===== config.mk =====
export PLATFORM = sky130hd
export DESIGN_NAME = seg7_scan_driver
export DESIGN_NICKNAME = d
export VERILOG_FILES = /design/src/rtl/seg7_scan_driver_pkg.sv /design/src/rtl/seg7_scan_driver_hex.sv /design/src/rtl/seg7_scan_driver.sv
export SDC_FILE = /design/constraint.sdc
export NUM_CORES = 1
export LEC_CHECK = 0
export ABC_AREA = 1
export ABC_CLOCK_PERIOD_IN_PS = 2300
export CORE_MARGIN = 1.5
export CORE_UTILIZATION = 55
export DETAILED_ROUTE_END_ITERATION = 8
export DONT_BUFFER_PORTS = 1
export PLACE_DENSITY = 0.7
export SLEW_MARGIN = 20
export SYNTH_ARGS = -nofsm -noshare
export SYNTH_HDL_FRONTEND = slang
export SYNTH_SLANG_ARGS = --single-unit

===== constraint.sdc =====
create_clock -name clk -period 2.3 [get_ports clk]
set_input_delay 0.46 -clock clk [delete_from_list [all_inputs] [get_ports clk]]
set_output_delay 0.46 -clock clk [all_outputs]
set_load 0.02 [all_outputs]

===== src/rtl/seg7_scan_driver_pkg.sv =====
// seg7_scan_driver_pkg
// Shared constants for the seven-segment display stages.
// Segment codes are active-high in {g,f,e,d,c,b,a} order. The display pins
// are active-low, so the driver inverts these codes before they reach the board.
// The package holds the codes that the decoder and the scan driver share.
package seg7_scan_driver_pkg;

  localparam logic [6:0] SEG_HEX_0 = 7'h3F;
  localparam logic [6:0] SEG_HEX_1 = 7'h06;
  localparam logic [6:0] SEG_HEX_2 = 7'h5B;
  localparam logic [6:0] SEG_HEX_3 = 7'h4F;
  localparam logic [6:0] SEG_HEX_4 = 7'h66;
  localparam logic [6:0] SEG_HEX_5 = 7'h6D;
  localparam logic [6:0] SEG_HEX_6 = 7'h7D;
  localparam logic [6:0] SEG_HEX_7 = 7'h07;
  localparam logic [6:0] SEG_HEX_8 = 7'h7F;
  localparam logic [6:0] SEG_HEX_9 = 7'h6F;
  localparam logic [6:0] SEG_HEX_A = 7'h77;
  localparam logic [6:0] SEG_HEX_B = 7'h7C;
  localparam logic [6:0] SEG_HEX_C = 7'h39;
  localparam logic [6:0] SEG_HEX_D = 7'h5E;
  localparam logic [6:0] SEG_HEX_E = 7'h79;
  localparam logic [6:0] SEG_HEX_F = 7'h71;

  // Active-low pin value that leaves every segment dark.
  localparam logic [6:0] SEG_OFF = 7'h7F;

endpackage


===== src/rtl/seg7_scan_driver_hex.sv =====
// hex_to_seg7
// Purely combinational decoder from a 4-bit hex digit to 7-bit segment codes.
// The codes are active-high and use {g,f,e,d,c,b,a} order.
// Ports:
//   nib  in   4  hex digit to decode
//   seg  out  7  active-high segment pattern
module hex_to_seg7
  import seg7_scan_driver_pkg::*;
(
  input  logic [3:0] nib,
  output logic [6:0] seg
);

  always_comb begin
    seg = SEG_HEX_0;
    case (nib)
      4'h0: seg = SEG_HEX_0;
      4'h1: seg = SEG_HEX_1;
      4'h2: seg = SEG_HEX_2;
      4'h3: seg = SEG_HEX_3;
      4'h4: seg = SEG_HEX_4;
      4'h5: seg = SEG_HEX_5;
      4'h6: seg = SEG_HEX_6;
      4'h7: seg = SEG_HEX_7;
      4'h8: seg = SEG_HEX_8;
      4'h9: seg = SEG_HEX_9;
      4'hA: seg = SEG_HEX_A;
      4'hB: seg = SEG_HEX_B;
      4'hC: seg = SEG_HEX_C;
      4'hD: seg = SEG_HEX_D;
      4'hE: seg = SEG_HEX_E;
      4'hF: seg = SEG_HEX_F;
      default: seg = SEG_HEX_0;
    endcase
  end

endmodule


===== src/rtl/seg7_scan_driver.sv =====
// seg7_scan_driver
// Time-multiplexes a hex value onto a common-anode seven-segment display.
// The driver shows one digit for each rising edge of the divided clock NewClk.
// NewClk is only sampled as data in the clk domain.
// A frame snapshot is taken when the scan wraps to digit 0, so a value that
// changes mid-frame never produces a display that mixes old and new digits.
// Ports:
//   clk         in   1         system clock
//   rst         in   1         synchronous reset, active-high
//   NewClk      in   1         divided clock, sampled as data
//   value       in   4*DIGITS  hex value, nibble i -> digit i (0 rightmost)
//   dp_in       in   DIGITS    decimal-point request per digit, 1 = lit
//   an          out  DIGITS    anode selects, active-low one-hot
//   seg         out  7         segments {g,f,e,d,c,b,a}, active-low
//   dp          out  1         decimal point, active-low
//   frame_done  out  1         one-cycle pulse when digit 0 is driven
module seg7_scan_driver
  import seg7_scan_driver_pkg::*;
#(
  parameter int DIGITS   = 4,
  parameter int BLANK_LZ = 1
)
(
  input  logic                  clk,
  input  logic                  rst,
  input  logic                  NewClk,
  input  logic [4*DIGITS-1:0]   value,
  input  logic [DIGITS-1:0]     dp_in,
  output logic [DIGITS-1:0]     an,
  output logic [6:0]            seg,
  output logic                  dp,
  output logic                  frame_done
);

  localparam int IW = (DIGITS > 1) ? $clog2(DIGITS) : 1;
  localparam logic [IW-1:0] LAST_IDX = IW'(DIGITS - 1);

  logic                nclk_d;
  logic [IW-1:0]       idx;
  logic [IW-1:0]       idx_next;
  logic [4*DIGITS-1:0] frame_val;
  logic [DIGITS-1:0]   frame_dp;
  logic                step;
  logic                wrap;
  logic [4*DIGITS-1:0] src;
  logic [DIGITS-1:0]   src_dp;
  logic [3:0]          nib;
  logic [6:0]          hex;
  logic                upper_zero;
  logic                blank;
  logic [DIGITS-1:0]   an_next;

  assign step     = NewClk & ~nclk_d;
  assign wrap     = (idx == LAST_IDX);
  assign idx_next = wrap ? '0 : idx + 1'b1;

  // On a wrap the frame registers still hold the previous frame, so digit 0
  // reads the live inputs directly to show the same snapshot being captured.
  assign src    = wrap ? value : frame_val;
  assign src_dp = wrap ? dp_in : frame_dp;
  assign nib    = src[4*idx_next +: 4];

  // A digit is a leading zero when it and every more-significant nibble are
  // zero. Digit 0 is exempt so that a zero value still shows "0".
  always_comb begin
    upper_zero = 1'b1;
    for (int k = 0; k < DIGITS; k++) begin
      if (k >= int'(idx_next) && src[4*k +: 4] != 4'h0) begin
        upper_zero = 1'b0;
      end
    end
    blank = (BLANK_LZ != 0) && (idx_next != '0) && upper_zero;
  end

  assign an_next = ~(DIGITS'(1) << idx_next);

  hex_to_seg7 u_dec (
    .nib (nib),
    .seg (hex)
  );

  // Everything advances only on a scan step. Reset restarts idx at the last
  // digit, so the first step after reset wraps and takes a fresh snapshot.
  // A blanked digit still drives its anode, which keeps brightness uniform.
  always_ff @(posedge clk) begin
    if (rst) begin
      nclk_d     <= 1'b0;
      idx        <= LAST_IDX;
      frame_val  <= '0;
      frame_dp   <= '0;
      an         <= '1;
      seg        <= SEG_OFF;
      dp         <= 1'b1;
      frame_done <= 1'b0;
    end else begin
      nclk_d     <= NewClk;
      frame_done <= 1'b0;
      if (step) begin
        idx <= idx_next;
        if (wrap) begin
          frame_val <= value;
          frame_dp  <= dp_in;
        end
        an         <= an_next;
        seg        <= blank ? SEG_OFF : ~hex;
        dp         <= ~src_dp[idx_next];
        frame_done <= (idx_next == '0);
      end
    end
  end

endmodule

# Word level (Yosys, flattened, before mapping)

Memories as Yosys holds them, arrays and structs flattened.
Cells that the tools add are included.

Memories kept: 1
ROM bits: 112
Bits in registers: 36
Bits of input ports: 23

Memories:

| memory          | depth | width | read ports | clocked after Yosys merged registers in | wr ports | RTL line                   | source |
|---|---|---|---|---|---|---|---|
| (no name shown) | 16    | 7     | 1          | 0                                       | 0        | seg7_scan_driver_hex.sv:16 | `case (nib)` |

Multiplexer cells: 10
Equality and inequality tests: 1
$lt $le $gt $ge: 4
Reductions and logical operators: 11
Add/sub/neg operators: 1
Bitwise logic cells: 6
Shift operators: 2

Operator list:

| kind                                                       | number |
|---|---|
| 2-to-1 mux 16 bit                                          | 1 |
| nonzero test 4 bit                                         | 4 |
| indexed part select 16 x 5 -> 4 bit                        | 1 |
| 2-to-1 mux 7 bit                                           | 1 |
| inverter 7 bit                                             | 1 |
| 2-to-1 mux 1 bit                                           | 5 |
| >= comparator 1 x 2 -> 1 bit, first input constant         | 2 |
| logical AND 1 bit                                          | 4 |
| 2-to-1 mux 4 bit                                           | 1 |
| inverter 4 bit                                             | 1 |
| left shift 1 x 2 -> 4 bit, first input constant            | 1 |
| less-than comparator 2 x 3 -> 1 bit, second input constant | 1 |
| inverter 1 bit                                             | 3 |
| adder 2 x 1 -> 2 bit, second input constant                | 1 |
| binary-select mux 1 bit (select 2 bit)                     | 1 |
| equality test 2 bit, second input constant                 | 1 |
| >= comparator 2 bit, first input constant                  | 1 |
| logical NOT 2 bit                                          | 1 |
| 2-to-1 mux 2 bit                                           | 1 |
| nonzero test 2 bit                                         | 1 |
| OR reduction 2 bit                                         | 1 |
| AND 1 bit                                                  | 1 |

# Depth between registers and ports, before layout

Gate-level depths: netlist of run 1.

Depth in word-level cells: 10
Gate-level depth with buffers: 15
Gate-level depth less buffers: 15

# By module

Synthesis of run 1 repeated with hierarchy kept, for this count alone.

Cells, all modules: 281
Area total of the unflattened synthesis: 1,919.3 um^2

Modules (own cells, without submodules):

| module           | area each (um^2) | times used | cells each |
|---|---|---|---|
| seg7_scan_driver | 1,649.1          | 1          | 229 |
| hex_to_seg7      | 270.3            | 1          | 52 |

# Worst setup path after synthesis of run 1

No wires, ideal clock.

Path type: reg2reg
From: register idx[0]
To: register seg[0]
Arrival: 1.886 ns
Path slack: 0.301 ns
Buffers on the path: 1
Cell stages (with the launch flop): 14
Library setup time: 0.113 ns
Path through: dfxtp_1 > ha_1 > inv_2 > buf_6 > nand2_1 > nand2_1 > o21ai_1 > nand2_1 > ha_1 > nand3b_1 > nand3_1 > nand2_1 > nor2_1 > nor2_1

Cells in the longest elaborated chain, start to end: 10
Elaborated cells on any way between the ends: 24
Those cells by class: add/sub (1); order compare (3); eq/ne (1); shift (1); mux (7); bitwise (1); reduce/logical (9); memory (1)

RTL lines:

| what                                                        | RTL line                | source |
|---|---|---|
| start: declaration                                          | seg7_scan_driver.sv:39  | `logic [IW-1:0] idx;` |
| start signal: assignment                                    | seg7_scan_driver.sv:99  | `idx <= idx_next;` |
| branches (longest 9 deep; another with memory (16 x 7 bit)) | --                      |  |
| 2-to-1 mux 7 bit (*)                                        | seg7_scan_driver.sv:105 | `seg <= blank ? SEG_OFF : ~hex;` |
| end signal: assignment                                      | seg7_scan_driver.sv:105 |  |
| end: declaration                                            | seg7_scan_driver.sv:30  | `output logic [6:0] seg,` |

Every way passes the cells marked *.
A chain may end at the register's enable or synchronous reset.

# Final worst setup path of run 1

From: register idx[0]
To: register seg[5]

Cells in the longest elaborated chain, start to end: 10
Elaborated cells on any way between the ends: 24
Those cells by class: add/sub (1); order compare (3); eq/ne (1); shift (1); mux (7); bitwise (1); reduce/logical (9); memory (1)

RTL lines:

| what                                                        | RTL line                                       | source |
|---|---|---|
| adder 2 x 1 -> 2 bit or equality test 2 bit (tied branches) | seg7_scan_driver.sv:55, seg7_scan_driver.sv:54 |  |
| 2-to-1 mux 2 bit (*)                                        | seg7_scan_driver.sv:55                         | `assign idx_next = wrap ? '0 : idx + 1'b1;` |
| net idx_next[1]                                             | seg7_scan_driver.sv:40                         | `logic [IW-1:0] idx_next;` |
| branches (longest 7 deep; another with memory (16 x 7 bit)) | --                                             |  |
| 2-to-1 mux 7 bit (*)                                        | seg7_scan_driver.sv:105                        |  |

Mark *: on every way through the listed nets, which the timed path passes.

==> run_results.csv, run 1 <==
group,metric,value,unit
worst_setup_path,endpoint,"seg[5]",
power_and_ir_drop,powerDensity,838,nW/um2
die,die_w,62.4,um
synth,syn_area,1940,um2
layout,drive_above_1_share,15.5,%
clock_network,clock_path_buffers,2,
global_routing,overflow,0,
timing,setup_viol,0,
route,dr.pass1.iters,4,
worst_setup_path,r2r_slack,0.20,ns
worst_setup_path,arrival,2.38,ns
die,rows,21,
worst_setup_path,cp_data_required_time,2.58,ns
placed_design,hpwlAfterDp,3.20,mm
worst_setup_path,cp-end-kind,"flop",
worst_setup_path,cp-startpoint,"idx[0]",
worst_setup_path,r2r_start,"idx[0]",
worst_setup_path,slowest_delay,0.41,ns
route,drc,0,
global_routing,grt_pass1_vias,1725,
synth,yosysWarnings,0,
clock_network,h-tree-depth,2,
clock_network,clk_pin_slew,0.11,ns
route,routed_wl,4.43,mm
worst_setup_path,timing.critical_path.fanout_max,5,
clock_network,cts_tree,"built",
clock_network,clock_sinks,36,
layout,nets,329,
timing,finalCriticalPeriod,2.10,ns
synth,synth_seq_cells,36,
global_routing,grt_max_degree,18,
timing,finalMaxSlewViolations,0,
layout,multi_input_area,1060,um2
synth,syn_avg_cell_area,6.83,um2
power_and_ir_drop,p_total,1.81,mW
power_and_ir_drop,leakage,1.00,nW
synth,syn_nets,317,
timing,slew_headroom,78.2,%
clock_network,cts_buffers,5,
synth,synthCells,284,
layout,n_antenna_cell,0,
timing,rsz0062_at_grt,"false",
route,via_per_inst,5.29,
timing,finalSetupTns,0,ns
worst_setup_path,reg2regPathDepth,12,
worst_setup_path,start_kind,"flop",
run_status,status,"completed",
layout,syn2layout_area_growth,11.5,%
min_path,hp-class,"input port to flop",
timing,fmax,476,MHz
worst_setup_path,worstReg2RegEnd,"seg[5]",
placed_design,gp_congestion,0.909,
synth,synth_cell_types,26,
route,vias,1814,
run,max-cap-violations,0,
power_and_ir_drop,vdd.ir_drop.worst,0.000450,V
worst_setup_path,critPathKind,"flop to flop",
timing,period_share,91.3,%
route,drtIter0Drc,93,
clock_network,root_buffer,"clkbuf_4",
die,io_pins,36,
worst_setup_path,crit_chain,"inv_1, ha_2, inv_2, a21oi_1, o21ai_1, nand2_2, inv_2, ha_1, nand3b_1, a21oi_1, nor2_1, nor2_1",
layout,seq_area,721,um2
synth,yosys.area.top_type,"dfxtp_1",
global_routing,grt_pass1_wl,7.61,mm
layout,nFillCells,349,
global_routing,antenna_found_initial,0,
worst_setup_path,slowest_stage,"ha_2",
timing,tightest_slew,0.327,ns
clock_network,clk_latency,0.35,ns
placed_design,portBuffers,0,
timing,clock-skew-final,0.0122,ns
die,core-area,3360,um2
die,die_y,62.4,um
synth,ys_top_cells_by_area,"dfxtp_1 (37%), nand2_1 (14%), nor2_1 (6.8%), ha_1 (6.4%), a21oi_1 (5.9%)",
synth,synth_seq_area_share,37.1,%
timing,finalHoldViolCount,0,
route,antenna_left,0,
die,initial_utilization,57.7,%
synth,synth.top_cell.area_share,37.1,%
die,die-area,3890,um2
global_routing,grt_util_all_layers,24.6,%
route,post_drt_wl_per_cell,12.9,um
metrics by stage:
step | setup WS, ns | hold slack, ns | utilization [%] | cells | cell area, um2
6_report | 0.201 | 0.159 | 64.4 | 343 | 2160
3_5_place_dp | 0.108 | 0.446 | 60.3 | 331 | 2030
4_1_cts | 0.0521 | 0.152 | 63.1 | 339 | 2120
5_1_grt | 0.00819 | 0.143 | 64.4 | 343 | 2160
2_1_floorplan | 0.301 | 0.429 | - | 284 | 1940
3_3_place_gp | 0.148 | 0.439 | 60.3 | 331 | 2030
metal layers:
layer / share of wire, % / GRT usage [%] / wire, um / vias to the layer above
li1: - / - / - / 945
met3: 5.5 / 6.67 / 244 / 10
met5: 0 / 0 / 0 / -
met4: 1.6 / 8.61 / 73 / 0
met2: 46 / 40.3 / 2020 / 42
met1: 47 / 31.2 / 2090 / 817
registers in the layout, indices dropped and copies added (netlist names):
register,count
nclk_d,1
idx,2
frame_done,1
dp,1
seg,7
frame_dp,4
an,4
frame_val,16
area by class of cell:
cell class	count	area share (%)
Timing Repair Buffer	15	5.20
Clock buffer	7	3.01
Inverter	32	5.55
Clock inverter	1	1.39
Tap cell	46	2.66
Sequential cell	36	33.3
Multi-Input combinational cell	206	48.9
what timing repair did:
| action | in CTS | in global routing |
|---|---|---|
| buffers inserted | 0 | 4 |
| hold buffers | 0 | 0 |
| resized for setup | 0 | 6 |
| setup endpoints to repair | 0 | 7 |
| hold endpoints to repair | 0 | 0 |
worst max-delay path: cells and delay by family, from the launching register on:
kind                     cells  cell delay (ns)
adder cells (fa/ha/maj)      2             0.60
AND/OR/NAND/NOR              4             0.42
flip-flops                   1             0.39
buffers and inverters        3             0.26
AO/OA/AOI/OAI                3             0.37
placed cells by master, fill, tap and decap left out, drive strengths merged, types with 2 or more instances in the layout:
cell,synthesis,routed
a21oi,23,23
buf,4,15
dfxtp,36,36
nand3b,2,2
nand3,19,19
nor2,37,37
nand2,75,75
o21ai,24,24
inv,32,32
ha,10,10
clkbuf,6,7
o22ai,8,8
a22o,5,5
where the power goes:
| group | total (mW) | switching [mW] | leakage, nW | internal [mW] |
|---|---|---|---|---|
| clock | 0.504 | 0.216 | 0.0515 | 0.289 |
| combinational | 0.554 | 0.354 | 0.652 | 0.200 |
| sequential | 0.757 | 0.0716 | 0.296 | 0.685 |
| total | 1.81 | 0.641 | 1.00 | 1.17 |
kinds of logic after synthesis:
family	after synthesis	share of synthesized area (%)
AND/OR/NAND/NOR	135	29.9
AO/OA/AOI/OAI	61	17.5
buffers and inverters	42	8.96
flip-flops	36	37.1
adder cells (fa/ha/maj)	10	6.45
cell usage after synthesis:
master	number
buf_6	1
o21ai_0	17
nor2_2	1
nor2_1	35
buf_2	1
a22o_1	5
nor2_4	1
nand4_1	1
buf_4	2
ha_1	10
nand2_2	4
clkbuf_1	6
inv_2	6
a22oi_1	1
nand3_1	17
nand2_4	1
o22ai_1	8
nand3b_1	2
or2_2	1
inv_1	26
a21oi_1	23
o21ai_1	6
o21ai_2	1
nand2_1	70
nand3_2	2
dfxtp_1	36
worst min path at each step:
stage                  start  slack [ns]            end  cells after the start
3_3_place_gp   frame_val[11]        0.44  frame_val[11]                      2
2_1_floorplan  frame_val[11]        0.43  frame_val[11]                      2
6_report                 rst        0.16   frame_val[0]                      1
4_1_cts                  rst        0.15   frame_val[0]                      1
3_5_place_dp   frame_val[11]        0.45  frame_val[11]                      2
5_1_grt                  rst        0.14         nclk_d                      1
No activity file was read; power rests on OpenSTA's default activity.
==> run 2, diff against run 1 <==
- PLACE_DENSITY: 0.7 -> unset
- PLACE_DENSITY_LB_ADDON: unset -> 0.08
==> run 2 against run 1 <==
Total power fell by 8.4%. Non-clock buffer count fell by 6. Worst setup slack improved by 0.012 ns. Hold slack improved by 0.016 ns.
==> run_results.csv, run 2 (same netlist as run 1, synthesis figures left out) <==
group,metric,value,unit
route,routed_wl,4.53,mm
die,die-area,3890,um2
global_routing,grt_util_all_layers,25.3,%
layout,regMostFlops,"frame_val",
global_routing,use_met1,31.8,%
layout,mostFrequentLayoutCells,"nand2_1 (68), nor2_1 (35), dfxtp_1 (35), inv_1 (26), a21oi_1 (23)",
global_routing,grtUsageMet3,5.41,%
layout,drive_above_1_share,12.7,%
route,drc,0,
worst_setup_path,critPathKind,"flop to flop",
layout,final_common_cell,"nand2_1",
route,post_drt_wl_per_cell,13.4,um
die,core-area,3360,um2
worst_setup_path,start_kind,"flop",
clock_network,clk_latency,0.34,ns
timing,finalMaxSlewViolations,0,
route,vias,1803,
global_routing,grt_use_met2,41.8,%
run_status,status,"completed",
global_routing,antenna_found_initial,0,
die,die_w,62.4,um
layout,n_antenna_cell,0,
route,via_per_inst,5.35,
run,max-cap-violations,0,
layout,nets,323,
worst_setup_path,slowest_stage,"dfxtp_2",
placed_design,hpwlAfterDp,3.26,mm
global_routing,grt-busiest-layer,"met2",
worst_setup_path,cp-end-kind,"flop",
global_routing,grt_pass1_vias,1823,
power_and_ir_drop,powerDensity,795,nW/um2
die,rows,21,
timing,clock-skew-final,0.00895,ns
timing,rsz0062_at_grt,"false",
timing,finalHoldViolCount,0,
placed_design,post-place-ws,-0.0195,ns
clock_network,root_buffer,"clkbuf_4",
timing,worst_slack,0.213,ns
timing,slew_headroom,78.2,%
die,die_y,62.4,um
layout,largest_reg_flops,16,
timing,tightest_slew,0.327,ns
layout,nFillCells,342,
timing,setup_viol,0,
clock_network,cts_tree,"built",
power_and_ir_drop,leakage,0.954,nW
layout,syn2layout_area_growth,7.80,%
placed_design,gp_congestion,0.929,
clock_network,hold_buffers,0,
clock_network,clock_path_buffers,2,
worst_setup_path,slowest_delay,0.39,ns
die,io_pins,36,
route,dr.pass1.iters,4,
global_routing,grt_max_degree,18,
die,initial_utilization,57.7,%
layout,seq_area,722,um2
clock_network,clk_pin_slew,0.11,ns
layout,multi_input_area,1070,um2
clock_network,clock_sinks,36,
route,drtIter0Drc,135,
worst_setup_path,crit_chain,"inv_1, ha_4, inv_2, a21oi_1, o21ai_1, nand2_2, inv_1, ha_1, nand3b_1, a21oi_1, nor2_1, nor2_1",
power_and_ir_drop,vdd.ir_drop.worst,0.000418,V
timing,period_share,90.7,%
layout,design_area,2090,um2
worst_setup_path,cp_data_required_time,2.59,ns
clock_network,h-tree-depth,2,
placed_design,place_area,2010,um2
global_routing,grt_pass1_wl,7.96,mm
global_routing,overflow,0,
timing,finalCriticalPeriod,2.09,ns
min_path,hp-class,"input port to flop",
layout,largest_registers,"frame_val: 16 flops, seg: 7 flops",
route,antenna_left,0,
worst_setup_path,arrival,2.38,ns
worst_setup_path,timing.critical_path.fanout_max,10,
placed_design,portBuffers,0,
clock_network,cts_buffers,5,
timing,fmax,479,MHz
## run 2: changes by cell type in the layout (fill, tap and decap cells not counted)
cell	change
clkbuf_8	-1
bufinv_16	-1
inv_1	+1
buf_4	-6
ha_4	+1
ha_2	-2
clkbuf_1	+2
dfxtp_2	+1
ha_1	+1
dfxtp_1	-1
inv_2	-1
## run 2: final timing paths
kind	start	to	slack (ns)	cells past startpoint
setup / recovery	idx[0]	seg[5]	0.21	12
hold / removal	rst	nclk_d	0.17	1
setup reg to reg	idx[0]	seg[5]	0.21	12
hold reg to reg	frame_dp[2]	frame_dp[2]	0.48	2
## run 2: where the power goes
| part | internal [mW] | switching [mW] |
|---|---|---|
| clock | 0.151 | 0.207 |
| sequential | 0.685 | 0.0732 |
| combinational | 0.193 | 0.353 |
| total | 1.03 | 0.633 |
## run 2: final cells by class
| type | count | area share, % |
|---|---|---|
| Multi-Input combinational cell | 206 | 51.0 |
| Tap cell | 46 | 2.75 |
| Sequential cell | 36 | 34.5 |
| Inverter | 32 | 5.74 |
| Clock buffer | 8 | 2.81 |
| Timing Repair Buffer | 9 | 3.23 |
## run 2: through the flow
step | hold slack (ns) | setup TNS, ns | power (mW) | utilization [%] | cells
6_report | 0.175 | 0 | 1.66 | 62.2 | 337
5_1_grt | 0.162 | 0 | 1.78 | 62.2 | 337
4_1_cts | 0.174 | 0 | 1.65 | 61.6 | 337
3_5_place_dp | 0.464 | -0.0357 | 1.29 | 59.8 | 329
3_3_place_gp | 0.456 | -0.0165 | 1.29 | 59.8 | 329
2_1_floorplan | 0.429 | 0 | 1.18 | - | 284
## run 2: timing repair
item	4_1_cts	5_1_grt
setup buffers	0	0
endpoints found under the setup margin	3	7
resized for setup	1	5
## run 2: metal layers
layer | up-vias | wire length (um)
met5 | - | 0
met4 | 0 | 104
met3 | 10 | 234
met2 | 62 | 2010
met1 | 797 | 2180
li1 | 934 | -
## run 2: critical path: cells and delay by family, from the launching register on
kind	cells	cell delay (ns)
fa+ha+maj	2	0.54
simple gates	4	0.42
flops	1	0.39
compound gates	3	0.38
buf+inv	3	0.31
==> run 3, diff against run 2 <==
- SETUP_SLACK_MARGIN: unset -> 0.1
==> run 3 against run 2 <==
Worst setup slack better by 0.053 ns. Cell area grew 1.7%. Global-route usage is 0.15 points higher. Critical path type unchanged. Largest cell class unchanged. First-iteration DRC count rose by 8.9%.
==> run_results.csv, run 3 (same netlist as run 1, synthesis figures left out) <==
group,metric,value,unit
run_status,status,"completed",
route,drtIter0Drc,147,
die,die_w,62.4,um
layout,post-route-util,63.3,%
placed_design,place_inst,329,
worst_setup_path,r2r_start,"idx[1]",
layout,drive_above_1_share,14.3,%
clock_network,clk_pin_slew,0.11,ns
worst_setup_path,endpoint,"seg[5]",
placed_design,portBuffers,0,
route,routed_wl,4.53,mm
timing,finalSetupTns,0,ns
timing,fmax,492,MHz
power_and_ir_drop,switchingPower,0.639,mW
power_and_ir_drop,p_clk_share,21.5,%
layout,largest_registers,"frame_val: 16 flops, seg: 7 flops",
power_and_ir_drop,intPower,1.04,mW
route,post_drt_wl_per_cell,13.3,um
clock_network,clock_sinks,36,
layout,largest_reg_flops,16,
worst_setup_path,timing.critical_path.fanout_max,10,
global_routing,grt_pass1_wl,8.02,mm
global_routing,antenna_found_initial,0,
die,io_pins,36,
layout,nFillCells,333,
layout,regMostFlops,"frame_val",
worst_setup_path,cp-end-kind,"flop",
placed_design,hpwlAfterDp,3.26,mm
timing,setup_viol,0,
die,initial_utilization,57.7,%
timing,rsz0062_at_grt,"false",
clock_network,cts_tree,"built",
layout,fin_cells,340,
clock_network,cts_buffers,5,
worst_setup_path,crit_chain,"inv_1, ha_4, inv_2, a21oi_1, o21ai_1, nand2_2, inv_1, ha_1, nand3b_1, a21oi_1, nor2_1, nor2_1",
timing,tightest_slew,0.326,ns
worst_setup_path,worstReg2RegEnd,"seg[5]",
timing,clock-skew-final,0.0106,ns
die,die_y,62.4,um
worst_setup_path,start_kind,"flop",
timing,finalCriticalPeriod,2.03,ns
placed_design,gp_congestion,0.929,
route,drc,0,
layout,final_common_cell,"nand2_1",
timing,finalHoldViolCount,0,
layout,nets,326,
die,die-area,3890,um2
route,vias,1817,
worst_setup_path,reg2regPathDepth,12,
global_routing,grt_util_all_layers,25.4,%
clock_network,h-tree-depth,2,
global_routing,overflow,0,
worst_setup_path,slowest_stage,"dfxtp_2",
min_path,min_path_cells,1,
timing,period_share,88.4,%
clock_network,clk_latency,0.35,ns
route,antenna_left,0,
placed_design,place_area,2010,um2
min_path,hp-class,"input port to flop",
route,dr.pass1.iters,4,
power_and_ir_drop,powerDensity,788,nW/um2
clock_network,clock_path_buffers,2,
worst_setup_path,cp-startpoint,"idx[1]",
route,via_per_inst,5.34,
layout,n_antenna_cell,0,
power_and_ir_drop,switching_share,38.1,%
worst_setup_path,arrival,2.33,ns
worst_setup_path,r2r_slack,0.27,ns
worst_setup_path,slowest_delay,0.38,ns
timing,finalMaxSlewViolations,0,
die,core-area,3360,um2
die,rows,21,
worst_setup_path,cp_data_required_time,2.59,ns
clock_network,root_buffer,"clkbuf_4",
timing,slew_headroom,78.2,%
power_and_ir_drop,seq_power_share,45.4,%
run,max-cap-violations,0,
power_and_ir_drop,vdd.ir_drop.worst,0.000415,V
layout,design_area,2130,um2
layout,mostFrequentLayoutCells,"nand2_1 (68), nor2_1 (35), dfxtp_1 (34), inv_1 (25), a21oi_1 (23)",
global_routing,grt_pass1_vias,1829,
worst_setup_path,critPathKind,"flop to flop",
global_routing,grt_max_degree,18,
power_and_ir_drop,leakage,0.970,nW
power_and_ir_drop,p_comb_share,33.1,%
layout,syn2layout_area_growth,9.67,%
run 3: power by group through the flow:
stage / Sequential [mW] / Clock, mW / Combinational [mW]
floorplan: 0.763 / 0 / 0.416
global placement: 0.772 / 0 / 0.520
detailed placement: 0.772 / 0 / 0.520
CTS: 0.759 / 0.362 / 0.538
global route: 0.768 / 0.386 / 0.634
finish: 0.761 / 0.361 / 0.556
run 3: final cells by class:
cell class | count | area, um2 | area share, %
Multi-Input combinational cell | 206 | 1080 | 50.6
Inverter | 32 | 120 | 5.64
Timing Repair Buffer | 12 | 90.1 | 4.23
Sequential cell | 36 | 726 | 34.1
Clock buffer | 8 | 58.8 | 2.76
Tap cell | 46 | 57.6 | 2.70
run 3: per-stage QoR:
stage	total power [mW]	hold slack (ns)	worst slack (ns)
after floorplan	1.18	0.429	0.301
after global placement	1.29	0.456	-0.0123
after detailed placement	1.29	0.464	-0.0195
after CTS	1.66	0.174	0.100
after global routing	1.79	0.162	0.103
final	1.68	0.174	0.266
run 3: timing repair:
| item | 4_1_cts | 5_1_grt |
|---|---|---|
| buffers inserted | 2 | 1 |
| gates resized for setup | 3 | 7 |
| pin swaps | 1 | 1 |
| setup endpoints to repair | 6 | 7 |
| endpoints found under the hold margin | 0 | 0 |
| hold buffers | 0 | 0 |
run 3: worst max-delay path: cells and delay by family, from the launching register on:
family | cells | cell delay [ns]
and+or+nand+nor | 4 | 0.41
adders and majority gates | 2 | 0.51
DFF | 1 | 0.38
buffers and inverters | 3 | 0.28
AOI/OAI and AO/OA | 3 | 0.39
run 3: worst min-delay path by stage:
stage | start | endpoint | slack [ns]
finish | rst | nclk_d | 0.17
global route | rst | nclk_d | 0.16
CTS | rst | frame_val[2] | 0.17
detailed placement | frame_dp[2] | frame_dp[2] | 0.46
global placement | frame_dp[2] | frame_dp[2] | 0.46
floorplan | frame_val[11] | frame_val[11] | 0.43
run 3: metal layers:
layer	GRT usage [%]	vias to the layer above	routed length, um
li1	-	943	-
met1	31.9	817	2160
met2	42.2	47	2080
met3	5.41	10	202
met4	11.1	0	91
met5	0	-	0
